[src/rtl/mem_read_engine_if.sv]
// rtl/mem_read_engine_if.sv - memory read port between a read engine and its memory
interface mem_read_engine_if #(
    parameter int DATA_W = 256
);
    logic              mem_req;
    logic [15:0]       mem_addr;
    logic              mem_gnt;
    logic              mem_rvalid;
    logic [DATA_W-1:0] mem_rdata;

    modport master (
        output mem_req,
        output mem_addr,
        input  mem_gnt,
        input  mem_rvalid,
        input  mem_rdata
    );

    modport slave (
        input  mem_req,
        input  mem_addr,
        output mem_gnt,
        output mem_rvalid,
        output mem_rdata
    );
endinterface

[src/rtl/mem_read_engine.sv]
// rtl/mem_read_engine.sv - credit-bounded operand line fetcher feeding the systolic operand buffer
module mem_read_engine #(
    parameter int MEM_DATA_WIDTH_BYTES = 32,
    parameter int MAX_OUTSTANDING      = 4
) (
    input  logic                              clk,
    input  logic                              reset_n,
    input  logic                              start_i,
    input  logic [15:0]                       words_total,
    input  logic                              clear,
    input  logic [15:0]                       fifo_addr,
    input  logic                              fifo_empty,
    output logic                              fifo_pop,
    mem_read_engine_if.master                 mem,
    input  logic                              buf_ready,
    output logic                              buf_wr_en,
    output logic [8*MEM_DATA_WIDTH_BYTES-1:0] buf_wr_data,
    output logic                              busy,
    output logic                              done
);
    localparam int DW = 8 * MEM_DATA_WIDTH_BYTES;
    localparam int AW = $clog2(MAX_OUTSTANDING);
    localparam int CW = AW + 1;

    typedef enum logic [1:0] {
        S_IDLE,
        S_RUN,
        S_FLUSH
    } state_t;

    state_t        state;
    logic [15:0]   total;
    logic [15:0]   issued;
    logic [15:0]   delivered;
    logic [CW-1:0] outstanding;
    logic [CW-1:0] resp_count;
    logic [AW-1:0] wr_ptr;
    logic [AW-1:0] rd_ptr;
    logic [DW-1:0] resp_mem [MAX_OUTSTANDING];

    logic          run;
    logic          granted;
    logic          slot_free;
    logic          credit;
    logic [CW+1:0] in_use;
    logic          resp_empty;
    logic          resp_full;
    logic          resp_push;
    logic          resp_pop;

    // clear wins over everything, so it masks issue and delivery in the same cycle
    assign run       = (state == S_RUN) && !clear;
    assign granted   = mem.mem_req && mem.mem_gnt;
    assign slot_free = !mem.mem_req || mem.mem_gnt;
    assign in_use    = (CW+2)'(mem.mem_req) + (CW+2)'(outstanding) + (CW+2)'(resp_count);
    assign credit    = in_use < (CW+2)'(MAX_OUTSTANDING);
    assign fifo_pop  = run && !fifo_empty && (issued < total) && credit && slot_free;

    assign resp_empty  = (resp_count == '0);
    assign resp_full   = (resp_count == CW'(MAX_OUTSTANDING));
    assign buf_wr_en   = run && !resp_empty && buf_ready;
    assign resp_pop    = buf_wr_en;
    assign resp_push   = run && mem.mem_rvalid;
    assign buf_wr_data = resp_empty ? '0 : resp_mem[rd_ptr];
    assign busy        = (state != S_IDLE);

    always_ff @(posedge clk or negedge reset_n) begin
        if (!reset_n) begin
            state        <= S_IDLE;
            total        <= '0;
            issued       <= '0;
            delivered    <= '0;
            done         <= 1'b0;
            mem.mem_req  <= 1'b0;
            mem.mem_addr <= '0;
        end else begin
            done <= 1'b0;
            // a request is held until granted, even across a clear
            if (fifo_pop) begin
                mem.mem_req  <= 1'b1;
                mem.mem_addr <= fifo_addr;
            end else if (mem.mem_gnt) begin
                mem.mem_req <= 1'b0;
            end
            if (fifo_pop) begin
                issued <= issued + 16'd1;
            end
            if (buf_wr_en) begin
                delivered <= delivered + 16'd1;
            end
            case (state)
                S_IDLE: begin
                    if (clear) begin
                        state <= S_FLUSH;
                    end else if (start_i) begin
                        total     <= words_total;
                        issued    <= '0;
                        delivered <= '0;
                        if (words_total == 16'd0) begin
                            done <= 1'b1;
                        end else begin
                            state <= S_RUN;
                        end
                    end
                end
                S_RUN: begin
                    if (clear) begin
                        state <= S_FLUSH;
                    end else if (buf_wr_en && (delivered + 16'd1 == total)) begin
                        done  <= 1'b1;
                        state <= S_IDLE;
                    end
                end
                S_FLUSH: begin
                    if (!clear && !mem.mem_req && (outstanding == '0)) begin
                        state <= S_IDLE;
                    end
                end
                default: state <= S_IDLE;
            endcase
        end
    end

    always_ff @(posedge clk or negedge reset_n) begin
        if (!reset_n) begin
            outstanding <= '0;
            resp_count  <= '0;
            wr_ptr      <= '0;
            rd_ptr      <= '0;
        end else begin
            case ({granted, mem.mem_rvalid})
                2'b10:   outstanding <= outstanding + CW'(1);
                2'b01:   outstanding <= outstanding - CW'(1);
                default: outstanding <= outstanding;
            endcase
            if (clear) begin
                resp_count <= '0;
                wr_ptr     <= '0;
                rd_ptr     <= '0;
            end else begin
                if (resp_push) begin
                    wr_ptr <= wr_ptr + AW'(1);
                end
                if (resp_pop) begin
                    rd_ptr <= rd_ptr + AW'(1);
                end
                resp_count <= resp_count + CW'(resp_push) - CW'(resp_pop);
            end
        end
    end

    always_ff @(posedge clk) begin
        if (resp_push) begin
            resp_mem[wr_ptr] <= mem.mem_rdata;
        end
    end

    // the credit rule keeps the response FIFO from ever overflowing
    assert property (@(posedge clk) disable iff (!reset_n) !(resp_push && resp_full && !resp_pop));
endmodule

[src/flat_wrapper.sv]
// flat-port wrapper written by rule: the top's interface ports become plain ports
module mem_read_engine_flat 
#(
    parameter int MEM_DATA_WIDTH_BYTES = 32,
    parameter int MAX_OUTSTANDING      = 4
)
  (clk, reset_n, start_i, words_total, clear, fifo_addr, fifo_empty, fifo_pop, buf_ready, buf_wr_en, buf_wr_data, busy, done, mem_mem_req, mem_mem_addr, mem_mem_gnt, mem_mem_rvalid, mem_mem_rdata);
  mem_read_engine_if #(.DATA_W(256)) mem_i ();
  input  logic clk;
  input  logic reset_n;
  input  logic start_i;
  input  logic [15:0] words_total;
  input  logic clear;
  input  logic [15:0] fifo_addr;
  input  logic fifo_empty;
  output logic fifo_pop;
  input  logic buf_ready;
  output logic buf_wr_en;
  output logic [8*MEM_DATA_WIDTH_BYTES-1:0] buf_wr_data;
  output logic busy;
  output logic done;
  output wire logic [$bits(mem_i.mem_req)-1:0] mem_mem_req;
  output wire logic [$bits(mem_i.mem_addr)-1:0] mem_mem_addr;
  input wire logic [$bits(mem_i.mem_gnt)-1:0] mem_mem_gnt;
  input wire logic [$bits(mem_i.mem_rvalid)-1:0] mem_mem_rvalid;
  input wire logic [$bits(mem_i.mem_rdata)-1:0] mem_mem_rdata;
  assign mem_mem_req = mem_i.mem_req;
  assign mem_mem_addr = mem_i.mem_addr;
  assign mem_i.mem_gnt = mem_mem_gnt;
  assign mem_i.mem_rvalid = mem_mem_rvalid;
  assign mem_i.mem_rdata = mem_mem_rdata;
  mem_read_engine #(.MEM_DATA_WIDTH_BYTES(MEM_DATA_WIDTH_BYTES), .MAX_OUTSTANDING(MAX_OUTSTANDING)) u_core (.clk(clk), .reset_n(reset_n), .start_i(start_i), .words_total(words_total), .clear(clear), .fifo_addr(fifo_addr), .fifo_empty(fifo_empty), .fifo_pop(fifo_pop), .mem(mem_i), .buf_ready(buf_ready), .buf_wr_en(buf_wr_en), .buf_wr_data(buf_wr_data), .busy(busy), .done(done));
endmodule
[config.mk]
export PLATFORM = sky130hd
export DESIGN_NAME = mem_read_engine_flat
export DESIGN_NICKNAME = d
export VERILOG_FILES = /design/src/rtl/mem_read_engine_if.sv /design/src/rtl/mem_read_engine.sv /design/src/flat_wrapper.sv
export SDC_FILE = /design/constraint.sdc
export NUM_CORES = 1
export LEC_CHECK = 0
export BUFFER_PORTS_ARGS = -buffer_cell sky130_fd_sc_hd__buf_2
export CAP_MARGIN = 40
export CORE_ASPECT_RATIO = 0.6
export CORE_UTILIZATION = 55
export CTS_CLUSTER_SIZE = 10
export DETAILED_ROUTE_END_ITERATION = 8
export PLACE_DENSITY = 0.84
export SYNTH_ARGS = -nofsm -noshare
export SYNTH_HDL_FRONTEND = slang
export SYNTH_SLANG_ARGS = --single-unit
[constraint.sdc]
create_clock -name clk -period 8.7 [get_ports clk]
set_clock_uncertainty 0.15 [all_clocks]
set_input_delay 0.87 -clock clk [delete_from_list [all_inputs] [get_ports clk]]
set_output_delay 0.87 -clock clk [all_outputs]
set_load 0.05 [all_outputs]
* Word-level counts from Yosys, hierarchy flattened
Memory sizes are Yosys's and may differ from the RTL's. Cells that the tools add are included.
Storage, ports and cells: word-level logic and storage cells 94, bits in writable memories 1024, memories kept 1, register bits after elaboration 78, input port bits 296
Cells by class: reduce and logical (&&, ||, !) cells 28, equal/unequal tests 9, bitwise gates (word level) 1, magnitude comparators 2, add/sub/neg operators 10, muxes and demuxes 32
Memory list:
- u_core.resp_mem | depth 4, bits a word 256, read ports 1, clocked after Yosys merged registers in 0, wr ports 1, RTL line mem_read_engine.sv:39 | logic [DW-1:0] resp_mem [MAX_OUTSTANDING];
Operators by type and width (count):
- 2-to-1 mux 256 bit | 1
- 2-to-1 mux 16 bit | 8
- adder 16 x 1 -> 16 bit, second input constant | 2
- 2-to-1 mux 2 bit | 10
- equality test 16 bit | 1
- logical NOT 16 bit | 1
- < comparator 16 bit | 1
- logical AND 1 bit | 12
- nonzero test 2 bit | 5
- 2-to-1 mux 1 bit | 9
- != test 3 bit, second input constant | 3
- logical NOT 3 bit | 2
- case mux 2 bit (3 select lines) | 1
- case mux 3 bit (2 select lines) | 1
- adder 5 x 3 -> 5 bit | 1
- < comparator 5 x 3 -> 1 bit, second input constant | 1
- adder 1 x 3 -> 4 bit | 1
- adder 2 x 1 -> 2 bit, second input constant | 2
- equality test 2 x 1 -> 1 bit, second input constant | 2
- equality test 2 bit, second input constant | 2
- logical NOT 1 bit | 4
- AND reduction 4 bit | 1
- adder 3 x 1 -> 3 bit | 1
- adder 3 x 1 -> 3 bit, second input constant | 1
- other kinds (9) | 9

* Logic depth before layout (Yosys ltp)
depth after elaboration 10, depth in mapped cells 12, gate-level depth less buffers 10

* Worst setup path after synthesis
OpenSTA, ideal clock, no wires.
path kind input -> register, start point input clear, end point memory u_core.resp_mem[3][0] (netlist bit), enable pin, path buffers 0, arrival time 7.080 ns, cell stages on the path 2, path slack 0.818 ns, path through nor3b_4 > and3_1
On the way: longest elaborated chain between the ends 5
RTL lines:
- start: declaration | RTL line flat_wrapper.sv:13 | input logic clear;
- logical NOT 1 bit | RTL line mem_read_engine.sv:52 | assign run = (state == S_RUN) && !clear;
- logical AND 1 bit | RTL line mem_read_engine.sv:52
- logical AND 1 bit | RTL line mem_read_engine.sv:63 | assign resp_push = run && mem.mem_rvalid;
- 2-to-1 mux 1 bit | RTL line mem_read_engine.sv:153 | if (resp_push) begin
- 2-to-1 mux 1 bit (implied by the code) | RTL line mem_read_engine.sv:154 | resp_mem[wr_ptr] <= mem.mem_rdata;
- end: declaration | RTL line mem_read_engine.sv:39
Every way passes these cells.

* Final worst setup path
start point register u_core.rd_ptr[1], end point output buf_wr_data[107]
On the way: longest elaborated chain between the ends 2
RTL lines:
- start: declaration | RTL line mem_read_engine.sv:38 | logic [AW-1:0] rd_ptr;
- start signal: assignment | RTL line mem_read_engine.sv:145 | rd_ptr <= rd_ptr + AW'(1);
- memory read (4 x 256 bit)
- 2-to-1 mux 256 bit | RTL line mem_read_engine.sv:64 | assign buf_wr_data = resp_empty ? '0 : resp_mem[rd_ptr];
- end: declaration | RTL line flat_wrapper.sv:19 | output logic [8*MEM_DATA_WIDTH_BYTES-1:0] buf_wr_data;
Every way passes these cells.

==> impl_summary.txt <==
----------------------------------------------------
[Placed design]
  Gpl congestion ... between 0.8 and 0.9
  Cell count after placement ... ~3,600
  Half-perimeter wire length after detailed placement ... 56,800 um
  Number of buffers added on ports ... 572
  Placement-stage cell area ... 47,100 um^2
  Setup WS pre-CTS ... about 4.4 ns

[Detailed routing]
  Wire length on met1 ... 36,800 um
  Via/cell ratio ... 5.90
  Highest metal used ... met5
  Wirelength, routed ... 95,800 um
  Wirelength per Cell ... 25.2 um
  Via count ... 22,400
  Post-detailed-route count of antenna-violating nets ... 0
  Met3 wire length ... 7290 um
  Detailed Routing Iterations Pass 1 ... 5
  Metal2 WL ... slightly below 50,000 um
  Iteration-0 DRC Markers ... 1,988
  Number of remaining DRC errors ... 0

[Clock tree]
  Buffers inserted by post-CTS timing repair ... 0
  Clock root buffer ... sky130_fd_sc_hd__clkbuf_16
  Maximum number of buffers from clock root to sink ... 3
  Clock tree from TritonCTS ... done
  Total of hold buffers inserted after clock tree synthesis ... 1
  Clock-pin slew reported for the worst setup and hold paths after clock tree synthesis ... 0.06 ns
  H-tree depth ... 3
  Clock buffers created by TritonCTS ... 120
  Clock Sinks ... 1,102
  Skew-Pair Late Insertion Delay ... 0.70 ns
  Resize count post-CTS ... 0

[Global routing]
  Vias in the first global route ... 23,100
  Pin count of the biggest net entering global routing ... 139
  Initial antenna violation count ... 25
  Wire length of the first global-routing pass ... between 100,000 and 150,000 um
  Congestion Overflow GR ... 0
  Total routing resource utilization after global routing ... 0.239

[Floorplan]
  DIE AREA ... 79,400 um^2
  DIE WIDTH ... around 360 um
  Number of rows created at floorplan ... 79
  Initial Utilization ... 0.556
  I/O pins ... 573
  Die extent in y ... between 200 and 250 um
  Core box area ... 77,400 um^2

[Cells and area]
  Fraction of layout cells with a size suffix above 1 ... 0.374
  Post-route non-filler standard cell count ... 3,794
  Summed area of non-filler cells in the final layout ... 50,400 um^2
  Area growth from synthesis to final layout ... 17.3%
  Final-stage net count ... 3,029
  Fraction of the core area covered by cells at the end of the flow ... 0.652

[Synthesis]
  List of most frequent post-synthesis cells ... sky130_fd_sc_hd__edfxtp_1, sky130_fd_sc_hd__and2_1, sky130_fd_sc_hd__mux4_2
  Ranking of synthesized cells by area ... sky130_fd_sc_hd__edfxtp_1, sky130_fd_sc_hd__mux4_2, sky130_fd_sc_hd__dfrtp_1
  Area share of the largest cell type after synthesis ... 0.715
  Count of flip-flops with a built-in enable after synthesis ... slightly above 1,000
  Net Count, Synth ... 2,414
  Top FF cell, synth ... sky130_fd_sc_hd__edfxtp_1
  Unique masters post-synth ... 54
  Average footprint of a synthesized cell ... slightly above 20 um^2
  Post-synthesis sequential area ratio ... 0.760
  Fraction of synthesis flops using an asynchronous set or reset pin ... 0.0708
  Count leader, synth ... sky130_fd_sc_hd__edfxtp_1
  Number of synthesis warnings ... 0
  Syn Std Cell Area ... between 40,000 and 50,000 um^2
  Largest area contributor in the netlist ... sky130_fd_sc_hd__edfxtp_1
  Synthesized flop and latch total ... 1,102
  Synthesized instance count ... roughly 2,100

[Timing]
  Slack of the critical path ... between 3 and 4 ns
  Tmin final ... 4.75 ns
  Final Hold Violating Endpoints ... 0
  Final-report setup violation count ... 0
  Max Clk Rate ... 211 MHz
  Unrepaired setup endpoints after global routing ... no
  Worst slack on hold paths ... 0.196 ns
  Relative slew slack ... 0.270
  Ratio of final minimum period to clock period ... 0.546
  Fin. max-slew vios ... 0
  Transition time of the tightest slew-check pin ... 1.09 ns
  Accumulated negative setup slack ... 0 ns

[Critical path]
  Slowest cell delay on critical path ... 0.69 ns
  Kind of start point of the critical path ... register
  Sort of element at the end of the critical path ... primary output
  Cells traversed along the worst timing path ... buf_4 -> buf_4 -> mux4_2 -> and2_1 -> buf_2
  Max Fanout on Critical Path ... 53
  Count of buffering cells on the critical path with inverters included ... 3
  Cell seen most often among critical-path stages ... sky130_fd_sc_hd__buf_4
  Delay-heaviest family, CP ... buffers and inverters
  Data required time at the worst endpoint ... 7.68 ns
  Arrival @ worst endpoint ... 3.73 ns
  Crit path kind ... register to primary output
  Slowest library cell on the worst path ... sky130_fd_sc_hd__buf_4

[Power]
  Total chip power ... about 11 mW
  Internal cell power ... 8.53 mW
  Switching Fraction ... 0.216
  Power density normalized to cell area ... 216 nW/um^2
  Comb power frac ... 0.048
  Reg power frac ... 0.547
  Worst ir drop on vdd ... 0.000204 V
  Leakage ... 17.7 nW
  Net switching power ... about 2.3 mW
  Power share of the clock group ... 0.405

[Hold path]
  Min-Delay Path Class ... primary input to register

[Run status]
  Result of the run ... complete, no violations

[Run]
  Max_cap viols ... 0

----------------------------------------------------
-- cells in the final DEF (no fill, tap or decap), types with 26 or more instances in the layout --
cell	Yosys	layout
sky130_fd_sc_hd__ha_1	28	28
sky130_fd_sc_hd__buf_2	31	572
sky130_fd_sc_hd__xnor2_1	28	28
sky130_fd_sc_hd__clkbuf_16	0	120
sky130_fd_sc_hd__inv_1	31	31
sky130_fd_sc_hd__nor2_1	26	26
sky130_fd_sc_hd__mux4_2	256	256
sky130_fd_sc_hd__nand2_1	47	47
sky130_fd_sc_hd__edfxtp_1	1024	1024
sky130_fd_sc_hd__dfrtp_1	78	76
sky130_fd_sc_hd__o21ai_0	31	31
sky130_fd_sc_hd__and2_1	256	256
-- routing by layer --
metal  vias up  global-route usage
met1     11600               0.310
li1       9549                   -
met5         -                   0
met3       192              0.0679
met4        26              0.0871
met2       969               0.388
-- sequential cells by signal, indices dropped and copies added (netlist names) --
register             cells
u_core.mem.mem_req       1
u_core.outstanding       3
u_core.resp_count        3
u_core.resp_mem       1024
u_core.delivered        16
u_core.rd_ptr            2
u_core.done              1
u_core.wr_ptr            2
u_core.mem.mem_addr     16
u_core.state             2
u_core.issued           16
u_core.total            16
-- power groups by stage --
stage	Combinational [mW]	Sequential, mW	Clock (mW)
2_1_floorplan	0.251	6.07	0
3_3_place_gp	0.481	6.04	0
3_5_place_dp	0.513	6.04	0
4_1_cts	0.519	5.94	4.49
5_1_grt	0.565	5.95	4.69
6_report	0.522	5.94	4.41
-- logic make-up (layout without fill, tap and decap cells) --
group | after synthesis | count (layout) | synth area share
other cells | 0 | 10 | 0
mux | 273 | 273 | 0.138
xor+xnor | 40 | 40 | 0.00815
buf+inv | 138 | 781 | 0.0135
compound gates | 88 | 88 | 0.0130
fa+ha+maj | 30 | 30 | 0.00908
simple gates | 417 | 417 | 0.0575
flops | 1102 | 1102 | 0.760
-- worst paths after layout --
path,startpoint,end,slack [ns],cells after the start
max reg2reg,u_core.resp_count[1],u_core.resp_count[2],5.28,9
max,u_core.rd_ptr[1],buf_wr_data[107],3.95,5
min reg2reg,u_core.state[0],u_core.state[1],0.34,1
min,mem_mem_rdata[109],u_core.resp_mem[0][109],0.20,1
max in group asynchronous,reset_n,u_core.rd_ptr[1],7.30,4
min in group asynchronous,reset_n,u_core.total[0],0.49,3
-- cell type report --
cell class / count / area, um^2
Multi-Input combinational cell: 848 / 9760
Clock inverter: 8 / 194
Fill cell: 4930 / 26900
Sequential cell: 1102 / 32700
Inverter: 32 / 120
Antenna cell: 10 / 25.0
Tap cell: 1053 / 1320
Clock buffer: 142 / 3100
Timing Repair Buffer: 599 / 3230
-- worst register-to-register path, stage by stage, from the launching register on --
cell                      delay [ns]
sky130_fd_sc_hd__dfrtp_1        0.43
sky130_fd_sc_hd__or3_4          0.67
sky130_fd_sc_hd__nand3_1        0.54
sky130_fd_sc_hd__inv_2          0.26
sky130_fd_sc_hd__ha_1           0.35
sky130_fd_sc_hd__inv_1          0.04
sky130_fd_sc_hd__ha_1           0.19
sky130_fd_sc_hd__fa_1           0.43
sky130_fd_sc_hd__xnor2_1        0.17
sky130_fd_sc_hd__nor2_1         0.05
Note: power is estimated with default switching activity, not from simulation.
